==> src/rtl/mem_port_arbiter.sv <==
// Shares the segmented memory's data port between the pipeline MEM stage (P) and the IO/DMA engine (D),
// and owns the sticky startIO flag. Define MEM_ARB_AGING_EN to add the D starvation (aging) guard.
module mem_port_arbiter #(
    parameter int WIDTH   = 32,
    parameter int RAMSIZE = 1024
`ifdef MEM_ARB_AGING_EN
    ,
    parameter int MAXWAIT = 8
`endif
) (
    input  logic             clk,
    input  logic             rst_n,
    input  logic             p_req_i,
    input  logic             p_we_i,
    input  logic [WIDTH-1:0] p_addr_i,
    input  logic [WIDTH-1:0] p_wd_i,
    output logic             p_stall_o,
    output logic             p_rvalid_o,
    output logic             p_err_o,
    output logic [WIDTH-1:0] p_rdata_o,
    input  logic             d_req_i,
    input  logic             d_we_i,
    input  logic [WIDTH-1:0] d_addr_i,
    input  logic [WIDTH-1:0] d_wd_i,
    output logic             d_gnt_o,
    output logic             d_rvalid_o,
    output logic             d_err_o,
    output logic [WIDTH-1:0] d_rdata_o,
    input  logic             io_start_i,
    output logic             m_we_o,
    output logic [WIDTH-1:0] m_a2_o,
    output logic [WIDTH-1:0] m_wd_o,
    input  logic [WIDTH-1:0] m_rd2_i,
    output logic             startIO_o
);

    localparam logic [WIDTH-1:0] LEGAL_END = WIDTH'(32 + RAMSIZE + RAMSIZE / 2);
    localparam logic [WIDTH-1:0] FLAG_ADDR = WIDTH'(RAMSIZE * 7);

    typedef enum logic {
        OWN_P = 1'b0,
        OWN_D = 1'b1
    } owner_e;

    typedef struct packed {
        logic   vld;
        owner_e owner;
        logic   is_read;
        logic   is_err;
        logic   is_flag;
        logic   flag_val;
    } resp_t;

    logic             force_d;
    logic             p_gnt;
    logic             d_gnt;
    logic             any_gnt;
    logic             win_we;
    logic [WIDTH-1:0] win_addr;
    logic [WIDTH-1:0] win_wd;
    logic             win_legal;
    logic             win_flag;
    logic             flag_wr;
    resp_t            resp_q, resp_d;
    logic             startio_q, startio_d;
    logic [WIDTH-1:0] rd_val;
    logic             p_owns, d_owns;

    // Grants are qualified by rst_n so the combinational port outputs also read 0 while reset is held.
    assign d_gnt   = rst_n & d_req_i & (~p_req_i | force_d);
    assign p_gnt   = rst_n & p_req_i & ~force_d;
    assign any_gnt = p_gnt | d_gnt;

    assign win_we   = d_gnt ? d_we_i : (p_gnt & p_we_i);
    assign win_addr = d_gnt ? d_addr_i : (p_gnt ? p_addr_i : '0);
    assign win_wd   = d_gnt ? d_wd_i : (p_gnt ? p_wd_i : '0);

    assign win_legal = (win_addr < LEGAL_END);
    assign win_flag  = (win_addr == FLAG_ADDR);
    assign flag_wr   = any_gnt & win_we & win_flag;

    assign m_we_o    = any_gnt & win_we & win_legal & ~win_flag;
    assign m_a2_o    = win_addr;
    assign m_wd_o    = win_wd;
    assign p_stall_o = rst_n & p_req_i & ~p_gnt;
    assign d_gnt_o   = d_gnt;

`ifdef MEM_ARB_AGING_EN
    localparam int AW = $clog2(MAXWAIT + 1);

    logic [AW-1:0] age_q, age_d;

    assign force_d = d_req_i & (age_q == AW'(MAXWAIT));

    // NOTE: every variable assigned in always_comb gets a default first so no path can infer a latch.
    always_comb begin
        age_d = age_q;
        if (!d_req_i || d_gnt) begin
            age_d = '0;
        end else if (age_q != AW'(MAXWAIT)) begin
            age_d = age_q + AW'(1);
        end
    end

    always_ff @(posedge clk or negedge rst_n) begin
        if (!rst_n) begin
            age_q <= '0;
        end else begin
            age_q <= age_d;
        end
    end
`else
    assign force_d = 1'b0;
`endif

    always_comb begin
        resp_d = '0;
        if (any_gnt) begin
            resp_d.vld      = 1'b1;
            resp_d.owner    = d_gnt ? OWN_D : OWN_P;
            resp_d.is_read  = ~win_we;
            resp_d.is_flag  = win_flag;
            resp_d.is_err   = ~win_legal & ~win_flag;
            resp_d.flag_val = startio_q;
        end
    end

    // A fresh io_start pulse must never be lost to a simultaneous flag-write clear.
    assign startio_d = io_start_i | (startio_q & ~flag_wr);

    // NOTE: sequential state uses non-blocking assignments so every register samples pre-edge values.
    always_ff @(posedge clk or negedge rst_n) begin
        if (!rst_n) begin
            resp_q    <= '0;
            startio_q <= 1'b0;
        end else begin
            resp_q    <= resp_d;
            startio_q <= startio_d;
        end
    end

    assign rd_val = resp_q.is_err  ? '0 :
                    resp_q.is_flag ? {{(WIDTH-1){1'b0}}, resp_q.flag_val} :
                                     m_rd2_i;

    assign p_owns = resp_q.vld & (resp_q.owner == OWN_P);
    assign d_owns = resp_q.vld & (resp_q.owner == OWN_D);

    assign p_rvalid_o = p_owns & resp_q.is_read;
    assign p_err_o    = p_owns & resp_q.is_err;
    assign p_rdata_o  = p_rvalid_o ? rd_val : '0;
    assign d_rvalid_o = d_owns & resp_q.is_read;
    assign d_err_o    = d_owns & resp_q.is_err;
    assign d_rdata_o  = d_rvalid_o ? rd_val : '0;
    assign startIO_o  = startio_q;

endmodule
==> config.mk <==
export PLATFORM = sky130hd
export DESIGN_NAME = mem_port_arbiter
export DESIGN_NICKNAME = d
export VERILOG_FILES = /design/src/rtl/mem_port_arbiter.sv
export SDC_FILE = /design/constraint.sdc
export NUM_CORES = 1
export LEC_CHECK = 0
export CORE_AREA = 2 2 118 120
export DETAILED_ROUTE_END_ITERATION = 10
export DIE_AREA = 0 0 120 122
export DONT_BUFFER_PORTS = 1
export MAX_ROUTING_LAYER = met4
export PLACE_DENSITY = 0.3
export SLEW_MARGIN = 0
export SYNTH_ARGS = -nofsm -noshare
export SYNTH_HDL_FRONTEND = slang
export SYNTH_SLANG_ARGS = --single-unit
==> constraint.sdc <==
create_clock -name clk -period 2.1 [get_ports clk]
set_clock_uncertainty 0.1 [all_clocks]
set_input_delay 0.42 -clock clk [delete_from_list [all_inputs] [get_ports clk]]
set_output_delay 0.42 -clock clk [all_outputs]
set_load 0.02 [all_outputs]
==> metrics.md, run 1 <==
| Metric | Value |
|---|---|
| Status | `complete, but fails checks` |
| Failing checks | `setup timing` |
| Dpl hpwl | `7430 µm` |
| Final wirelength | `about 8700 µm` |
| Post-synth EDFFs | `0` |
| Via count | `2308` |
| Post-CTS Setup Bufs | `0` |
| Final GP Congestion | `0.735` |
| Port bufs | `0` |
| First-pass DRT Iterations | `4` |
| Largest net degree at the start of global routing | `between 60 and 70` |
| GRT overflow | `0` |
| Initial antenna violation count | `0` |
| Final ANT Viol Nets | `0` |
| Hold Vio Cnt, Final | `0` |
| CTS tree | `done` |
| Fin Hold WS | `around 260 ps` |
| Fill cell total of the finished layout | `1537` |
| Wire per inst | `17.9 µm` |
| P_leak | `between 1 and 1.5 nW` |
| Clock-pin slew on the worst setup and hold paths | `30 ps` |
| Setup ws final | `-229 ps` |
| Clock buffer depth | `2` |
| Slew Viols, Final | `0` |
| Most common cell in the netlist | `and3_1` |
| Avg Inst Size Synth | `6.66 µm²` |
| Full die area | `14600 µm²` |
| FP Rows | `43` |
| GRT Total Usage | `10.4%` |
| Data arrival, critical path | `1810 ps` |
| Core Region | `between 10000 and 15000 µm²` |
| Pwr Density | `356 nW/µm²` |
| Initial Util | `13.1%` |
| Worst-Skew Late Latency | `230 ps` |
| Most frequent cells after synthesis | `65 x and3_1, 36 x a22o_1, 32 x nand2_1` |
| Final setup fails | `1` |
| Post-layout minimum cycle time | `2330 ps` |
| Metal-1 WL | `3350 µm` |
| Synth area leader | `and3_1` |
| RSZ-0062 raised after global routing | `true` |
| Synthesis-to-layout area growth | `41.3%` |
| Yosys warns | `0` |
| Die Wd | `120 µm` |
| ANT cells | `0` |
| TritonCTS Sinks | `7` |
| Syn Std Cell Area | `1770 µm²` |
| First-pass GRT wire length | `11200 µm` |
| Max_cap viols | `0` |
| Dominant cells by area after synthesis | `and3_1 23%, a22o_1 18%, dfrtp_1 9.9%` |
| Highest routed layer | `met4` |
| Synth cell types | `35` |
| CP required | `1580 ps` |
| DRC Markers | `0` |
| Boundary Pins | `303` |
| Initial DRC Count | `128` |
| Hold crit path type | `in -> reg` |
| Placed Instances | `481` |
| Inserted Clock Buffers | `3` |
| CP Class | `in -> out` |
| Tcrit/Tclk final | `111%` |
| FMAX | `429 MHz` |
| Met2 WL | `4240 µm` |
| Share of cells above drive strength 1 | `29.4%` |
| Yosys top cell area share | `a little under a quarter` |
| Final std cells w/o fill | `between 400 and 500` |
| Critical Path Source Type | `input pin` |
| Final #Nets | `474` |
| CP max FO | `38` |
| Yosys reg bits | `7` |
| Vias per cell | `4.75` |
| Crit path capture type | `output port` |
| Peak VDD IR | `0.148 mV` |
| Sequential share of the synthesized area | `9.89%` |
| H-tree depth | `1` |
| Root buf cell | `clkbuf_16` |
| Die height | `between 100 and 150 µm` |
| Prevailing post-synth register cell | `dfrtp_1` |
| Synth Net Count | `433` |
| Synth Instances | `266` |
| WL met3 | `911 µm` |
| Vias in the first global route | `roughly 2.0k` |
| Asr flop ratio synth | `100%` |
-- layout make-up --
cell class | count | area [µm²] | area share, %
repair buffers | 70 | 548 | 21.9
clock buffers | 4 | 78.8 | 3.15
flip-flops and latches | 7 | 175 | 7.00
multi-input cells | 223 | 1470 | 58.6
inverters | 2 | 7.51 | 0.300
well taps | 180 | 225 | 9.00
-- path summary, 6_finish.rpt --
kind	cells after the start	endpoint	slack (ps)	start
max	6	m_we_o	-230	p_req_i
min	2	startIO_o	260	io_start_i
max reg2reg	2	startIO_o	1130	startIO_o
min reg2reg	1	resp_q[0]	630	startIO_o
max in group asynchronous	1	resp_q[0]	1210	rst_n
min in group asynchronous	1	resp_q[5]	440	rst_n
-- logic make-up after synthesis --
kind of cell,after synthesis,synth area share [%]
simple gates,152,49.6
flops,7,9.89
other cells,1,0.212
mux,1,0.565
buf+inv,36,10.2
compound gates,69,29.5
-- layout by cell type, fill, tap and decap left out, types with 3 or more instances in the layout --
master / synthesis / final
and3_1: 65 / 65
o21ai_0: 15 / 5
nor4_1: 4 / 3
nand2_1: 32 / 32
nor2_1: 5 / 3
nand3_1: 22 / 21
buf_4: 2 / 66
nor2b_1: 3 / 3
o21ai_2: 4 / 4
a22o_1: 36 / 36
nand3b_1: 3 / 3
dfrtp_1: 7 / 7
clkbuf_16: 0 / 3
and2_1: 5 / 5
o21ai_1: 8 / 16
-- timing repair --
item	CTS	global route
pin swaps	2	1
hold buffers	1	0
hold endpoints to repair	7	0
resized for setup	2	2
endpoints found under the setup margin	1	2
-- through the flow --
stage | total power, W | worst slack (ps) | util, % | setup TNS [ps] | instance area, µm²
detailed placement | 0.000566 | -299 | 17.7 | -414 | 2390
global placement | 0.000568 | -231 | 17.7 | -288 | 2390
finish | 0.000890 | -229 | 18.5 | -229 | 2500
floorplan | 0.000453 | -307 | - | -307 | 1800
global route | 0.000942 | -283 | 18.5 | -283 | 2500
CTS | 0.000899 | -257 | 18.4 | -257 | 2490
-- critical path, cell delays in order --
cell and delay, ps:
nand2b_4 170, buf_6 130, o21ai_4 60, or4_4 440
a311oi_4 290, and4_4 310
-- power breakdown --
| group | switching [W] | total [W] | internal, W |
|---|---|---|---|
| registers | 0.00000405 | 0.000145 | 0.000141 |
| clock network | 0.0000662 | 0.000318 | 0.000252 |
| logic | 0.000250 | 0.000427 | 0.000177 |
| total | 0.000320 | 0.000890 | 0.000570 |
-- layer usage --
| layer | vias up | global-route usage (%) |
|---|---|---|
| met5 | - | - |
| met4 | 0 | 3.82 |
| met3 | 10 | 1.97 |
| met2 | 178 | 17.8 |
| met1 | 1050 | 12.2 |
| li1 | 1070 | - |
-- state kept, by name, indices dropped and copies added (netlist names) --
name,count
resp_q,6
startIO_o,1
(Power assumes the default switching activity.)
==> run 2: changes to the inputs <==
--- a/config.mk
+++ b/config.mk
@@ -9,7 +9,7 @@
 export DETAILED_ROUTE_END_ITERATION = 10
 export DIE_AREA = 0 0 120 122
 export DONT_BUFFER_PORTS = 1
-export MAX_ROUTING_LAYER = met4
+export GPL_ROUTABILITY_DRIVEN = 0
 export PLACE_DENSITY = 0.3
 export SLEW_MARGIN = 0
 export SYNTH_ARGS = -nofsm -noshare
==> run 2 against run 1 <==
  * Non-clock buffer count is the same
  * Highest routed layer unchanged
  * Routed wire length grew 0.20%
  * Total power is essentially flat
  * The run still ends with setup timing left
  * Maximum frequency is essentially flat
==> metrics.md, run 2 (synthesized netlist as in run 1, its figures left out) <==
| Metric | Value |
|---|---|
| Worst-Skew Late Latency | `230 ps` |
| Critical Path Source Type | `input pin` |
| Synthesis-to-layout area growth | `41.3%` |
| Inserted Clock Buffers | `3` |
| Peak VDD IR | `between 0.1 and 0.15 mV` |
| Most frequent cells in the layout | `66 x buf_4, 65 x and3_1, 36 x a22o_1, 32 x nand2_1, 21 x nand3_1` |
| Die height | `between 100 and 150 µm` |
| FF/Latch Area | `between 150 and 200 µm²` |
| Largest net degree at the start of global routing | `63` |
| Final #Nets | `474` |
| Clock-pin slew on the worst setup and hold paths | `30 ps` |
| CP required | `1580 ps` |
| Worst slack, placed | `-299 ps` |
| Post-layout minimum cycle time | `2330 ps` |
| Initial DRC Count | `~130` |
| Final ANT Viol Nets | `0` |
| Crit path capture type | `output port` |
| Fin Hold WS | `~260 ps` |
| Root buf cell | `clkbuf_16` |
| P_leak | `around 1.3 nW` |
| Hold Vio Cnt, Final | `0` |
| Final setup fails | `1` |
| Multi-input logic area | `1470 µm²` |
| Via count | `2316` |
| Clock buffer depth | `2` |
| TritonCTS Sinks | `7` |
| FP Rows | `between 40 and 50` |
| Data arrival, critical path | `1810 ps` |
| Core Region | `13500 µm²` |
| Max_cap viols | `0` |
| FMAX | `around 430 MHz` |
| Initial antenna violation count | `0` |
| CP max FO | `38` |
| Vias per cell | `4.77` |
| ANT cells | `0` |
| Wire per inst | `17.9 µm` |
| GRT overflow | `0` |
| Fin util | `18.5%` |
| Vias in the first global route | `roughly 2k` |
| GRT Total Usage | `between 10% and 20%` |
| Final wirelength | `8700 µm` |
| Pwr Density | `356 nW/µm²` |
| Boundary Pins | `303` |
| CP Class | `in -> out` |
| RSZ-0062 raised after global routing | `true` |
| Most flops, register | `resp_q` |
| Post-CTS Setup Bufs | `0` |
| Tcrit/Tclk final | `111%` |
| CTS tree | `done` |
| Hold crit path type | `in -> reg` |
| Status | `complete, but fails checks` |
| Initial Util | `between 10% and 20%` |
| H-tree depth | `1` |
| Failing checks | `setup timing` |
| Dpl hpwl | `7430 µm` |
| First-pass GRT wire length | `11200 µm` |
| Share of cells above drive strength 1 | `29.4%` |
| Max reg flops | `6` |
| Most common cell after layout, fill and taps aside | `buf_4` |
| Full die area | `14600 µm²` |
| Fill cell total of the finished layout | `1537` |
| Slew Viols, Final | `0` |
| First-pass DRT Iterations | `4` |
| Port bufs | `0` |
| Die Wd | `between 100 and 150 µm` |
| Setup ws final | `-230 ps` |
| DRC Markers | `0` |
[run 2: critical path, stage by stage]
cell,delay (ps)
nand2b_4,170
buf_6,130
o21ai_4,60
or4_4,440
a311oi_4,290
and4_4,310
[run 2: metal layers]
| layer | up-vias | GRT usage [%] | share of wire, % |
|---|---|---|---|
| met4 | 0 | 3.82 | 2.1 |
| met3 | 10 | 2.53 | 11 |
| li1 | 1070 | - | - |
| met2 | 178 | 17.8 | 49 |
| met1 | 1058 | 11.8 | 38 |
| met5 | - | 0 | 0 |
[run 2: power breakdown]
group | internal (W) | switching, W
Clock | 0.000252 | 0.0000664
Sequential | 0.000141 | 0.00000404
Combinational | 0.000177 | 0.000250
Total | 0.000570 | 0.000320
[run 2: per-stage QoR]
step / std cells / TNS (ps) / total power (W) / area, µm²
after floorplan: 266 / -307 / 0.000453 / 1800
after global placement: 481 / -288 / 0.000568 / 2390
after detailed placement: 481 / -414 / 0.000566 / 2390
after CTS: 486 / -257 / 0.000899 / 2490
after global routing: 486 / -280 / 0.000943 / 2500
final: 486 / -230 / 0.000890 / 2500
[run 2: final timing paths]
kind / startpoint / endpoint / slack (ps) / depth (start not counted)
setup reg to reg: startIO_o / startIO_o / 1130 / 2
hold / removal: io_start_i / startIO_o / 260 / 2
max in group asynchronous: rst_n / resp_q[0] / 1200 / 1
setup / recovery: p_req_i / m_we_o / -230 / 6
min in group asynchronous: rst_n / resp_q[5] / 450 / 1
hold reg to reg: startIO_o / resp_q[0] / 630 / 1
[run 2: timing repair]
| action | 4_1_cts | 5_1_grt |
|---|---|---|
| endpoints found under the hold margin | 7 | 0 |
| pin swaps | 2 | 1 |
| resized for setup | 2 | 2 |
| endpoints found under the setup margin | 1 | 2 |
| hold buffers | 1 | 0 |
[run 2: cell type report]
type / instances / area share [%]
sequential: 7 / 7.00
multi-input combinational: 223 / 58.6
clock buffer: 4 / 3.15
inverter: 2 / 0.300
timing repair buffer: 70 / 21.9
tap: 180 / 9.00
==> run 3: changes to the inputs <==
--- a/config.mk
+++ b/config.mk
@@ -11,6 +11,7 @@
 export DONT_BUFFER_PORTS = 1
 export GPL_ROUTABILITY_DRIVEN = 0
 export PLACE_DENSITY = 0.3
+export SETUP_SLACK_MARGIN = 0.02
 export SLEW_MARGIN = 0
 export SYNTH_ARGS = -nofsm -noshare
 export SYNTH_HDL_FRONTEND = slang
==> run 3 against run 2 <==
  * The flow still finishes with violations (setup timing)
  * Critical path depth is the same
  * Via count stayed put
  * Routed wire length did not move
  * Die area did not move
  * Worst setup slack did not move
  * Design area is 0.15% higher
  * Critical path type unchanged
==> metrics.md, run 3 (synthesized netlist as in run 1, its figures left out) <==
| Metric | Value |
|---|---|
| Flop2flop setup slack | `1130 ps` |
| Worst-Skew Late Latency | `230 ps` |
| CP max stage delay | `440 ps` |
| Largest net degree at the start of global routing | `63` |
| DRC Markers | `0` |
| Max reg flops | `6` |
| Critical Path Source Type | `input pin` |
| Die Wd | `120 µm` |
| Slew Viols, Final | `0` |
| Peak VDD IR | `around 0.15 mV` |
| CTS tree | `done` |
| Data arrival, critical path | `1810 ps` |
| CP Class | `in -> out` |
| Full die area | `14600 µm²` |
| GRT overflow | `0` |
| Fin Hold WS | `255 ps` |
| Power consumption | `0.000890 W` |
| Hold crit path type | `in -> reg` |
| FF/Latch Area | `175 µm²` |
| CP max FO | `38` |
| Crit. path cell count | `6` |
| P_leak | `around 1.3 nW` |
| GRT Total Usage | `10.1%` |
| Core Region | `between 10000 and 15000 µm²` |
| First-pass DRT Iterations | `4` |
| Multi-input logic area | `~1500 µm²` |
| Initial antenna violation count | `0` |
| Crit path capture type | `output port` |
| Wire per inst | `17.9 µm` |
| Final ANT Viol Nets | `0` |
| Synthesis-to-layout area growth | `41.5%` |
| Post-layout minimum cycle time | `2330 ps` |
| CP max-delay cell | `or4_4` |
| FMAX | `429 MHz` |
| Max_cap viols | `0` |
| Final #Nets | `474` |
| Fill cell total of the finished layout | `between 1.5k and 2k` |
| Crit path to | `m_we_o` |
| Worst path bufs/invs | `1` |
| ANT cells | `0` |
| Terminus of the critical flop-to-flop path | `startIO_o` |
| Final setup fails | `1` |
| Crit path max-delay family | `simple AND/OR/NAND/NOR gates` |
| First-pass GRT wire length | `11200 µm` |
| Reg2Reg Launch Point | `startIO_o` |
| Failing checks | `setup timing` |
| Setup ws final | `-230 ps` |
| Most frequent cells in the layout | `65 x and3_1, 65 x buf_4, 36 x a22o_1, 32 x nand2_1, 21 x nand3_1` |
| Pwr Density | `355 nW/µm²` |
| CP required | `1580 ps` |
| Status | `complete, but fails checks` |
| Clock buffer depth | `2` |
| Post-DP Area | `2390 µm²` |
| Die height | `approximately 120 µm` |
| Inserted Clock Buffers | `3` |
| Dpl hpwl | `7430 µm` |
| Post-CTS Setup Bufs | `0` |
| Boundary Pins | `303` |
| Port bufs | `0` |
| Critical path, cell by cell | `nand2b_4 > buf_6 > o21ai_4 > or4_4 > a311oi_4 > and4_4` |
| Final wirelength | `8700 µm` |
| Root buf cell | `clkbuf_16` |
| Tcrit/Tclk final | `111%` |
| H-tree depth | `1` |
| Initial Util | `a little over an eighth` |
| Cell area after layout | `2500 µm²` |
| Clock-pin slew on the worst setup and hold paths | `roughly 30 ps` |
| Via count | `2316` |
| Vias per cell | `4.77` |
| Most flops, register | `resp_q` |
| Vias in the first global route | `around 2k` |
| Setup crit start | `p_req_i` |
| Hold Vio Cnt, Final | `0` |
| RSZ-0062 raised after global routing | `true` |
| Worst r2r path cells | `2` |
| FP Rows | `43` |
| Initial DRC Count | `130` |
| Share of cells above drive strength 1 | `29.4%` |
| TritonCTS Sinks | `7` |
## run 3: timing repair
| item | in CTS | in global routing |
|---|---|---|
| hold endpoints to repair | 7 | 0 |
| hold buffers | 1 | 0 |
| pin swaps | 2 | 1 |
| setup endpoints to repair | 1 | 3 |
| cloned | 0 | 0 |
| resized for setup | 2 | 3 |
## run 3: per-layer routing
layer	vias to the layer above	GRT usage, %	routed length [µm]
met5	-	0	0
met4	0	3.82	185
met3	10	2.53	964
met2	178	17.8	4250
met1	1058	11.8	3310
li1	1070	-	-
## run 3: worst register-to-register path, cell delays in order (launching register included)
cell,delay [ps]
dfrtp_1,530
nor2_1,90
a41oi_1,160
## run 3: through the flow
step | setup TNS, ps | instances | util [%] | setup slack [ps]
global placement | -288 | 481 | 17.7 | -231
CTS | -257 | 486 | 18.4 | -257
global route | -280 | 486 | 18.5 | -280
detailed placement | -414 | 481 | 17.7 | -299
finish | -230 | 486 | 18.5 | -230
floorplan | -307 | 266 | - | -307
## run 3: cell type report
cell class,instances,area share (%)
clock buffers,4,3.15
inverters,2,0.300
multi-input cells,223,58.5
flip-flops and latches,7,6.99
well taps,180,8.99
repair buffers,70,22.0
## run 3: worst min-delay path by stage
stage	from	to	slack, ps	cells after the start
after floorplan	rst_n	resp_q[0]	20	0
after detailed placement	rst_n	startIO_o	30	0
after CTS	io_start_i	startIO_o	260	2
after global placement	rst_n	startIO_o	30	0
after global routing	io_start_i	startIO_o	260	2
final	io_start_i	startIO_o	260	2
## run 3: power breakdown
part	internal (W)	total (W)	leakage, nW	switching (W)
clock network	0.000252	0.000318	0.0382	0.0000664
logic	0.000177	0.000427	1.16	0.000250
registers	0.000141	0.000145	0.0822	0.00000404
